[config.mk]
export PLATFORM = sky130hd
export DESIGN_NAME = nexi_bus_arbiter
export DESIGN_NICKNAME = d
export VERILOG_FILES = /design/src/rtl/nexi_bus_pkg.sv /design/src/rtl/nexi_rr_arbiter.sv /design/src/rtl/nexi_bus_arbiter.sv
export SDC_FILE = /design/constraint.sdc
export NUM_CORES = 1
export LEC_CHECK = 0
export BUFFER_PORTS_ARGS = -buffer_cell sky130_fd_sc_hd__buf_2
export CAP_MARGIN = 5
export CORE_AREA = 2 2 110 112
export CTS_BUF_LIST = sky130_fd_sc_hd__clkbuf_4
export DETAILED_ROUTE_END_ITERATION = 6
export DIE_AREA = 0 0 112 114
export PLACE_DENSITY = 0.65
export SETUP_SLACK_MARGIN = 0.2
export SLEW_MARGIN = 20
export SYNTH_ARGS = -nofsm -noshare
export SYNTH_HDL_FRONTEND = slang
export SYNTH_HIERARCHICAL = 1
export SYNTH_SLANG_ARGS = --single-unit
[constraint.sdc]
create_clock -name clk_i -period 2.15 [get_ports clk_i]
set_input_delay 0.215 -clock clk_i [delete_from_list [all_inputs] [get_ports clk_i]]
set_output_delay 0.215 -clock clk_i [all_outputs]
set_load 0.02 [all_outputs]
[src/rtl/nexi_bus_pkg.sv]
// rtl/nexi_bus_pkg.sv - shared constants, state encodings and helpers for the bus arbiter
package nexi_bus_pkg;

  localparam int DEF_ADDR_WIDTH = 32;
  localparam int DEF_DATA_WIDTH = 32;

  localparam logic [1:0] ST_IDLE  = 2'd0;
  localparam logic [1:0] ST_GRANT = 2'd1;
  localparam logic [1:0] ST_TOERR = 2'd2;

  function automatic int clog2(input int value);
    int r;
    int v;
    r = 0;
    v = value - 1;
    while (v > 0) begin
      r = r + 1;
      v = v >> 1;
    end
    return r;
  endfunction

endpackage

[src/rtl/nexi_rr_arbiter.sv]
// rtl/nexi_rr_arbiter.sv - combinational round-robin picker starting after the last owner
module nexi_rr_arbiter
  import nexi_bus_pkg::*;
#(
  parameter int NUM_REQ = 2,
  parameter int IDX_W   = (NUM_REQ > 1) ? clog2(NUM_REQ) : 1
) (
  input  logic [NUM_REQ-1:0] req_i,
  input  logic [IDX_W-1:0]   last_i,
  output logic [NUM_REQ-1:0] gnt_o,
  output logic [IDX_W-1:0]   idx_o,
  output logic               valid_o
);

  int               cand;
  logic [IDX_W-1:0] cand_idx;

  // Scan last+1 .. last+NUM_REQ so the previous owner is considered last.
  always_comb begin
    gnt_o    = '0;
    idx_o    = '0;
    valid_o  = 1'b0;
    cand     = 0;
    cand_idx = '0;
    for (int off = 1; off <= NUM_REQ; off++) begin
      cand     = (int'(last_i) + off) % NUM_REQ;
      cand_idx = IDX_W'(cand);
      if (!valid_o && req_i[cand_idx]) begin
        valid_o         = 1'b1;
        gnt_o[cand_idx] = 1'b1;
        idx_o           = cand_idx;
      end
    end
  end

endmodule

[src/rtl/nexi_bus_arbiter.sv]
// rtl/nexi_bus_arbiter.sv - round-robin wishbone arbiter with per-transfer watchdog
module nexi_bus_arbiter
  import nexi_bus_pkg::*;
#(
  parameter int NUM_MASTERS = 2,
  parameter int ADDR_WIDTH  = DEF_ADDR_WIDTH,
  parameter int DATA_WIDTH  = DEF_DATA_WIDTH,
  parameter int TIMEOUT     = 255
) (
  input  logic                            clk_i,
  input  logic                            reset_ni,
  input  logic [NUM_MASTERS*ADDR_WIDTH-1:0] m_addr_i,
  input  logic [NUM_MASTERS*DATA_WIDTH-1:0] m_data_i,
  output logic [DATA_WIDTH-1:0]           m_data_o,
  input  logic [NUM_MASTERS-1:0]          m_cyc_i,
  input  logic [NUM_MASTERS-1:0]          m_sel_i,
  input  logic [NUM_MASTERS-1:0]          m_stb_i,
  input  logic [NUM_MASTERS-1:0]          m_we_i,
  output logic [NUM_MASTERS-1:0]          m_ack_o,
  output logic [NUM_MASTERS-1:0]          m_err_o,
  output logic [NUM_MASTERS-1:0]          m_rty_o,
  output logic [ADDR_WIDTH-1:0]           s_addr_o,
  output logic [DATA_WIDTH-1:0]           s_data_o,
  input  logic [DATA_WIDTH-1:0]           s_data_i,
  output logic                            s_cyc_o,
  output logic                            s_sel_o,
  output logic                            s_stb_o,
  output logic                            s_we_o,
  input  logic                            s_ack_i,
  input  logic                            s_err_i,
  input  logic                            s_rty_i,
  output logic [NUM_MASTERS-1:0]          gnt_o
);

  localparam int               IDX_W      = clog2(NUM_MASTERS);
  localparam int               WD_W_RAW   = clog2(TIMEOUT + 1);
  localparam int               WD_W       = (WD_W_RAW < 1) ? 1 : WD_W_RAW;
  localparam bit               WD_EN      = (TIMEOUT != 0);
  localparam logic [WD_W-1:0]  WD_LIMIT   = WD_W'(TIMEOUT);
  localparam logic [IDX_W-1:0] LAST_RESET = IDX_W'(NUM_MASTERS - 1);

  logic [1:0]             state_q, state_d;
  logic [IDX_W-1:0]       owner_q, owner_d;
  logic [IDX_W-1:0]       last_q, last_d;
  logic [NUM_MASTERS-1:0] gnt_q, gnt_d;
  logic [WD_W-1:0]        wd_q, wd_d;

  logic [NUM_MASTERS-1:0] pick_gnt;
  logic [IDX_W-1:0]       pick_idx;
  logic                   pick_valid;

  logic                   own_cyc, own_sel, own_stb, own_we;
  logic [ADDR_WIDTH-1:0]  own_addr;
  logic [DATA_WIDTH-1:0]  own_data;
  logic                   granted, bus_term;

  nexi_rr_arbiter #(
    .NUM_REQ (NUM_MASTERS),
    .IDX_W   (IDX_W)
  ) u_rr (
    .req_i   (m_cyc_i),
    .last_i  (last_q),
    .gnt_o   (pick_gnt),
    .idx_o   (pick_idx),
    .valid_o (pick_valid)
  );

  always_comb begin
    own_cyc  = 1'b0;
    own_sel  = 1'b0;
    own_stb  = 1'b0;
    own_we   = 1'b0;
    own_addr = '0;
    own_data = '0;
    for (int k = 0; k < NUM_MASTERS; k++) begin
      if (owner_q == IDX_W'(k)) begin
        own_cyc  = m_cyc_i[k];
        own_sel  = m_sel_i[k];
        own_stb  = m_stb_i[k];
        own_we   = m_we_i[k];
        own_addr = m_addr_i[k*ADDR_WIDTH +: ADDR_WIDTH];
        own_data = m_data_i[k*DATA_WIDTH +: DATA_WIDTH];
      end
    end
  end

  assign granted  = (state_q == ST_GRANT);
  assign bus_term = s_ack_i | s_err_i | s_rty_i;

  assign s_cyc_o  = granted & own_cyc;
  assign s_sel_o  = granted & own_sel;
  assign s_stb_o  = granted & own_stb;
  assign s_we_o   = granted & own_we;
  assign s_addr_o = granted ? own_addr : '0;
  assign s_data_o = granted ? own_data : '0;

  // Terminations reach only the owner; TOERR substitutes a one-cycle err.
  assign m_ack_o  = granted ? (gnt_q & {NUM_MASTERS{s_ack_i}}) : '0;
  assign m_rty_o  = granted ? (gnt_q & {NUM_MASTERS{s_rty_i}}) : '0;
  assign m_err_o  = granted ? (gnt_q & {NUM_MASTERS{s_err_i}}) :
                    (state_q == ST_TOERR) ? gnt_q : '0;
  assign m_data_o = s_data_i;
  assign gnt_o    = gnt_q;

  always_comb begin
    state_d = state_q;
    owner_d = owner_q;
    last_d  = last_q;
    gnt_d   = gnt_q;
    wd_d    = '0;
    case (state_q)
      ST_IDLE: begin
        if (pick_valid) begin
          state_d = ST_GRANT;
          owner_d = pick_idx;
          gnt_d   = pick_gnt;
        end
      end
      ST_GRANT: begin
        if (!own_cyc) begin
          state_d = ST_IDLE;
          last_d  = owner_q;
          gnt_d   = '0;
        end else if (WD_EN && s_stb_o && !bus_term) begin
          wd_d = (wd_q == WD_LIMIT) ? wd_q : wd_q + 1'b1;
          if (wd_d == WD_LIMIT) begin
            state_d = ST_TOERR;
          end
        end
      end
      ST_TOERR: begin
        state_d = ST_IDLE;
        last_d  = owner_q;
        gnt_d   = '0;
      end
      default: begin
        state_d = ST_IDLE;
        gnt_d   = '0;
      end
    endcase
  end

  always_ff @(posedge clk_i or negedge reset_ni) begin
    if (!reset_ni) begin
      state_q <= ST_IDLE;
      owner_q <= '0;
      last_q  <= LAST_RESET;
      gnt_q   <= '0;
      wd_q    <= '0;
    end else begin
      state_q <= state_d;
      owner_q <= owner_d;
      last_q  <= last_d;
      gnt_q   <= gnt_d;
      wd_q    <= wd_d;
    end
  end

endmodule

==> run_results.csv, run 1 <==
group,metric,value,unit
placed_design,routabilityCongestion,0.816,
logic_synthesis,avgSynthCellArea,7.59,sq um
layout,n_antenna_cell,0,
setup_path,cp-start-kind,"flop",
cts,path_clk_slew,0.08,ns
drt,wl_per_cell,12.6,um
drt,drtAntennaViolNets,0,
cts,cts_root_buffer,"clkbuf_4",
global_routing,grt_pass1_wl,10.4,mm
min_path,holdCritPathClass,"in2reg",
logic_synthesis,syn_nets,462,
timing,tightest_slew,0.484,ns
cts,cts_setup_buffers,0,
timing,fin_setup_tns,0,ns
logic_synthesis,synthFlopType,"dfrtp_1",
die,core_region_area,11700,sq um
layout,areaGrowthSynthToFinish,47.5,%
global_routing,grt_max_degree,68,
layout,fillers,1273,
timing,fin_worst_skew,0.0101,ns
power,power.density,1110,nW/um^2
drt,drt_iter0_markers,98,
cts,cts_sinks,14,
timing,fin_crit,1.78,ns
logic_synthesis,ys_types,43,
run_status,outcome,"finished, final reports clean",
setup_path,cpPeakStageDelay,0.51,ns
timing,slew_headroom,67.6,%
cts,cts_buffer_depth,2,
power,peakVddDrop,0.453,mV
placed_design,portBuffers,216,
drt,dr.pass1.iters,4,
timing,hold_viol_final,0,
logic_synthesis,async_flop_share,100,%
die,die_w,112,um
setup_path,endpoint_kind,"output port",
drt,vias,2553,
timing,fmax,561,MHz
drt,vias_per_cell,4.22,
setup_path,worstSetupPathType,"reg2out",
cts,cts-htree-levels,1,
logic_synthesis,synth_seq_cells,14,
power,p_leak,1.86,nW
cts,cts_tree,"built",
layout,final_area,3230,sq um
cts,cts_buffers,3,
logic_synthesis,yosysTopAreaCellShare,32.5,%
die,dieArea,12800,sq um
logic_synthesis,synth_area_leader_cell,"mux2i_1",
logic_synthesis,synth_edf_count,0,
die,start_util,18.7,%
timing,rsz0062_at_grt,"no",
setup_path,crit_fanout,34,
placed_design,dp_hpwl,5.95,mm
setup_path,slowest_stage,"dfrtp_4",
layout,multi_input_area,1480,sq um
die,rows,40,
drt,drc,0,
setup_path,crit_chain,"buf_16, mux2i_1, nor2_1, buf_2",
global_routing,grt_usage,9.81,%
setup_path,required,1.93,ns
placed_design,dpl_cell_area,3150,sq um
timing,maxSlewViolCount,0,
layout,layout-drive-gt1-share,51.3,%
setup_path,crit_arrival,1.57,ns
layout,nets,633,
global_routing,overflow,0,
drt,wl,7.63,mm
flow_run,drv_cap,0,
cts,insertion_delay,0.29,ns
logic_synthesis,synthTopCellsByArea,"mux2i_1 (32%), dfrtp_1 (15%), nor2_1 (13%), buf_4 (11%), clkbuf_1 (2.2%)",
die,die_h,114,um
logic_synthesis,synth_area,2190,sq um
global_routing,antenna_found_initial,0,
timing,setup_viol,0,
logic_synthesis,ys_warn_count,6,
timing,min_period_over_period,82.9,%
setup_path,r2r_slack,0.38,ns
die,pin_count,281,
logic_synthesis,ys_seq_area_share,16.1,%
layout,register_area,357,sq um
global_routing,grt_pass1_vias,2119,
logic_synthesis,syn_inst,288,
metal layers:
metal,part of all wire (%),track usage (%),vias up,routed length (um)
met4,0.63,2.03,0,48
li1,-,-,1298,-
met1,41,12.0,1147,3160
met3,8.0,2.39,7,611
met2,50,17.6,101,3810
met5,0,0,-,0
sequential cells by signal (all words and copies together) (netlist names):
name and count:
gnt_o 2, wd_q 8, owner_q 1, state_q 2, last_q 1
cells in the final DEF (no fill, tap or decap), types with 4 or more instances in the layout:
cell      count
nor2_1       75
nor2b_1       4
buf_2       216
and3_1        6
nand3_1       4
a21oi_1       4
nor3_1        5
nand2_1       7
dfrtp_1      11
clkbuf_4      4
mux2i_1      71
per-stage QoR:
stage	hold slack [ns]	power (mW)	utilization, %	std cells	worst slack (ns)
after floorplan	-0.0806	2.52	-	288	0.431
after global placement	0.140	3.30	26.9	599	0.361
after detailed placement	0.139	3.31	26.9	599	0.353
after CTS	0.306	3.50	27.2	604	0.220
after global routing	0.354	3.80	27.5	605	0.264
final	0.319	3.56	27.5	605	0.368
path summary, 6_finish.rpt:
| check | to | cells past startpoint | start |
|---|---|---|---|
| hold / removal | last_q | 4 | m_cyc_i[1] |
| max in group asynchronous | last_q | 2 | reset_ni |
| min in group asynchronous | wd_q[5] | 2 | reset_ni |
| setup / recovery | s_data_o[14] | 4 | owner_q |
| hold reg to reg | last_q | 1 | state_q[1] |
| setup reg to reg | state_q[1] | 5 | wd_q[1] |
worst max-delay path: cells and delay by family (launching register included):
kind	cells	cell delay (ns)
buffers and inverters	2	0.42
DFF	1	0.51
muxes	1	0.25
and+or+nand+nor	1	0.06
cell families after synthesis:
group                      count (synthesis)  synth area share [%]
AOI/OAI and AO/OA                         24                  7.72
xor gates and xnor gates                   3                  1.20
muxes                                     74                  34.0
buffers and inverters                     58                  16.3
and+or+nand+nor                          114                  24.1
DFF                                       14                  16.1
adders and majority gates                  1                 0.572
where the power goes:
| part | switching, mW | internal [mW] | leakage (nW) |
|---|---|---|---|
| logic | 1.82 | 1.16 | 1.66 |
| registers | 0.0864 | 0.319 | 0.183 |
| clock network | 0.0896 | 0.0849 | 0.0184 |
area by class of cell:
class	instances	share of cell area, %
multi-input combinational	216	45.9
inverter	3	0.349
clock buffer	4	0.931
timing repair buffer	221	36.0
tap	147	5.70
sequential	14	11.1
cell usage after synthesis (2+ instances only):
cell type	instances
a31oi_1	3
nand3_1	4
xnor2_1	3
buf_2	3
clkbuf_1	13
mux2i_1	71
buf_6	2
nand2_1	7
dfrtp_1	13
and3_1	6
o21ai_0	3
inv_1	3
nor2b_1	4
a21boi_0	2
a211oi_1	3
buf_4	32
mux2_2	3
a22o_1	2
buf_1	5
and2_1	2
nor3_1	5
a21oi_1	4
nor2_1	75
repair_timing:
| action | in CTS | in global routing |
|---|---|---|
| setup endpoints to repair | 0 | 50 |
| gates resized for setup | 0 | 3 |
| hold endpoints to repair | 13 | 0 |
| hold buffers | 1 | 0 |
Note: power is estimated with default switching activity, not from simulation.
==> inputs of run 2 (changes only) <==
--- a/config.mk
+++ b/config.mk
@@ -7,11 +7,11 @@
 export LEC_CHECK = 0
 export BUFFER_PORTS_ARGS = -buffer_cell sky130_fd_sc_hd__buf_2
 export CAP_MARGIN = 5
-export CORE_AREA = 2 2 110 112
+export CORE_AREA = 2 2 109 111
 export CTS_BUF_LIST = sky130_fd_sc_hd__clkbuf_4
 export DETAILED_ROUTE_END_ITERATION = 6
-export DIE_AREA = 0 0 112 114
-export PLACE_DENSITY = 0.65
+export DIE_AREA = 0 0 111 113
+export PLACE_DENSITY = 0.67
 export SETUP_SLACK_MARGIN = 0.2
 export SLEW_MARGIN = 20
 export SYNTH_ARGS = -nofsm -noshare
==> constraint.sdc (replaced) <==
create_clock -name clk_i -period 1.5 [get_ports clk_i]
set_input_delay 0.15 -clock clk_i [delete_from_list [all_inputs] [get_ports clk_i]]
set_output_delay 0.15 -clock clk_i [all_outputs]
set_load 0.02 [all_outputs]
==> run 2 against run 1 <==
Effect of this change: the flow now finishes with violations (setup timing); hold slack lost 0.038 ns; final cell count grew 6.6%; cell area is 59% higher; via count up 16%; setup slack lost 0.64 ns; largest power group unchanged.
==> run_results.csv, run 2 (same netlist as run 1, synthesis figures left out) <==
group,metric,value,unit
die,core_region_area,11300,sq um
run_status,outcome,"complete, but fails checks",
placed_design,dp_hpwl,7.76,mm
timing,fmax,565,MHz
global_routing,overflow,0,
drt,wl_per_cell,17.6,um
setup_path,crit_fanout,8,
layout,areaGrowthSynthToFinish,135,%
drt,dr.pass1.iters,4,
drt,drc,0,
drt,vias_per_cell,4.61,
layout,final_area,5130,sq um
cts,cts-htree-levels,1,
setup_path,slowest_stage,"dfrtp_4",
timing,finalWorstSetupSlack,-0.269,ns
layout,final_cell_mix,"buf_2 (153), buf_4 (50), buf_6 (49)",
layout,layoutNonFillerInstCount,645,
drt,drt_iter0_markers,93,
timing,fin_crit,1.77,ns
timing,tightest_slew,0.423,ns
timing,rsz0062_at_grt,"yes",
setup_path,critPathTopFamily,"buffers and inverters",
layout,utilization,45.6,%
cts,insertion_delay,0.29,ns
setup_path,worstSetupPathType,"reg2out",
min_path,holdCritPathClass,"in2async",
die,start_util,19.4,%
timing,whs,0.281,ns
timing,fin_worst_skew,0.00790,ns
cts,cts_tree,"built",
layout,fillers,1002,
drt,drtAntennaViolNets,0,
power,peakVddDrop,1.02,mV
drt,wl,11.3,mm
placed_design,routabilityCongestion,0.907,
layout,largest_reg_flops,8,
cts,cts_sinks,14,
setup_path,crit_chain,"buf_12, buf_8, mux2i_4, buf_6, nor2_4, buf_6",
layout,n_antenna_cell,0,
global_routing,grt_max_degree,23,
die,pin_count,281,
timing,setup_viol,85,
timing,hold_viol_final,0,
setup_path,reg2reg_from,"owner_q",
setup_path,startpoint,"owner_q",
setup_path,r2r_cells,5,
setup_path,r2r_slack,-0.23,ns
die,die_h,113,um
power,p_leak,2.21,nW
die,rows,39,
timing,min_period_over_period,118,%
global_routing,antenna_found_initial,0,
die,dieArea,12500,sq um
setup_path,crit_cells,6,
run_status,violations,"setup timing",
setup_path,endpoint_kind,"output port",
drt,vias,2974,
setup_path,cpPeakStageDelay,0.51,ns
global_routing,grt_pass1_wl,15.2,mm
setup_path,cp-start-kind,"flop",
cts,cts_buffers,3,
layout,final_common_cell,"buf_2",
setup_path,worstSetupEndpoint,"s_addr_o[3]",
setup_path,crit_top_cell,"buf_6",
placed_design,portBuffers,216,
power,power.density,1830,nW/um^2
setup_path,crit_arrival,1.62,ns
global_routing,grt_usage,14.9,%
timing,slew_headroom,71.7,%
layout,top_register,"wd_q",
die,die_w,111,um
placed_design,place_inst,627,
setup_path,cp_num_buf_inv,4,
setup_path,required,1.35,ns
placed_design,dpl_cell_area,3810,sq um
flow_run,drv_cap,0,
timing,maxSlewViolCount,0,
setup_path,reg2reg_to,"state_q[1]",
global_routing,grt_pass1_vias,2987,
cts,cts_buffer_depth,2,
cts,cts_root_buffer,"clkbuf_4",
timing,fin_setup_tns,-15.33,ns
cts,path_clk_slew,0.09,ns
layout,layout-drive-gt1-share,83.1,%
layout,nets,677,
[run 2: cell types whose count changed in the layout (fill, tap and decap cells not counted), sizes merged]
| cell | before | now |
|---|---|---|
| buf | 219 | 262 |
| clkinv | 0 | 1 |
[run 2: layout make-up]
class / count / area (sq um) / area share (%)
clock buffer: 3 / 22.5 / 0.439
sequential: 14 / 359 / 6.99
clock inverter: 1 / 3.75 / 0.0731
multi-input combinational: 216 / 2590 / 50.4
timing repair buffer: 265 / 1970 / 38.4
tap: 143 / 179 / 3.48
inverter: 3 / 11.3 / 0.219
[run 2: worst min path at each step]
stage	from	endpoint	slack [ns]	cells past startpoint
after floorplan	reset_ni	gnt_o[0]	-0.15	0
after global placement	reset_ni	wd_q[0]	0.06	1
after detailed placement	reset_ni	wd_q[0]	0.07	1
after CTS	m_cyc_i[1]	last_q	0.26	4
after global routing	reset_ni	wd_q[7]	0.30	2
final	reset_ni	gnt_o[0]	0.28	2
[run 2: where the power goes]
| part | internal, mW | switching [mW] |
|---|---|---|
| clock network | 0.0967 | 0.128 |
| logic | 4.37 | 4.28 |
| registers | 0.457 | 0.0912 |
[run 2: what timing repair did]
action                                  in CTS  in global routing
pin swaps                                   11                  9
endpoints found under the setup margin      86                 88
buffers inserted                             7                  1
endpoints found under the hold margin       13                  0
hold buffers                                 1                  0
gates resized for setup                    158                101
cloned                                       2                  3
[run 2: metal layers]
metal / vias up / GRT usage [%] / share of wire [%]
met5: - / 0 / 0
met4: 0 / 3.83 / 3.1
met3: 29 / 3.00 / 7.7
met2: 137 / 30.4 / 56
met1: 1412 / 15.5 / 33
li1: 1396 / - / -
[run 2: metrics by stage]
stage,power (mW),setup WS (ns)
detailed placement,6.26,-0.0822
floorplan,4.82,-0.0939
finish,9.42,-0.269
CTS,8.20,-0.260
global placement,6.18,-0.0631
global route,9.82,-0.326
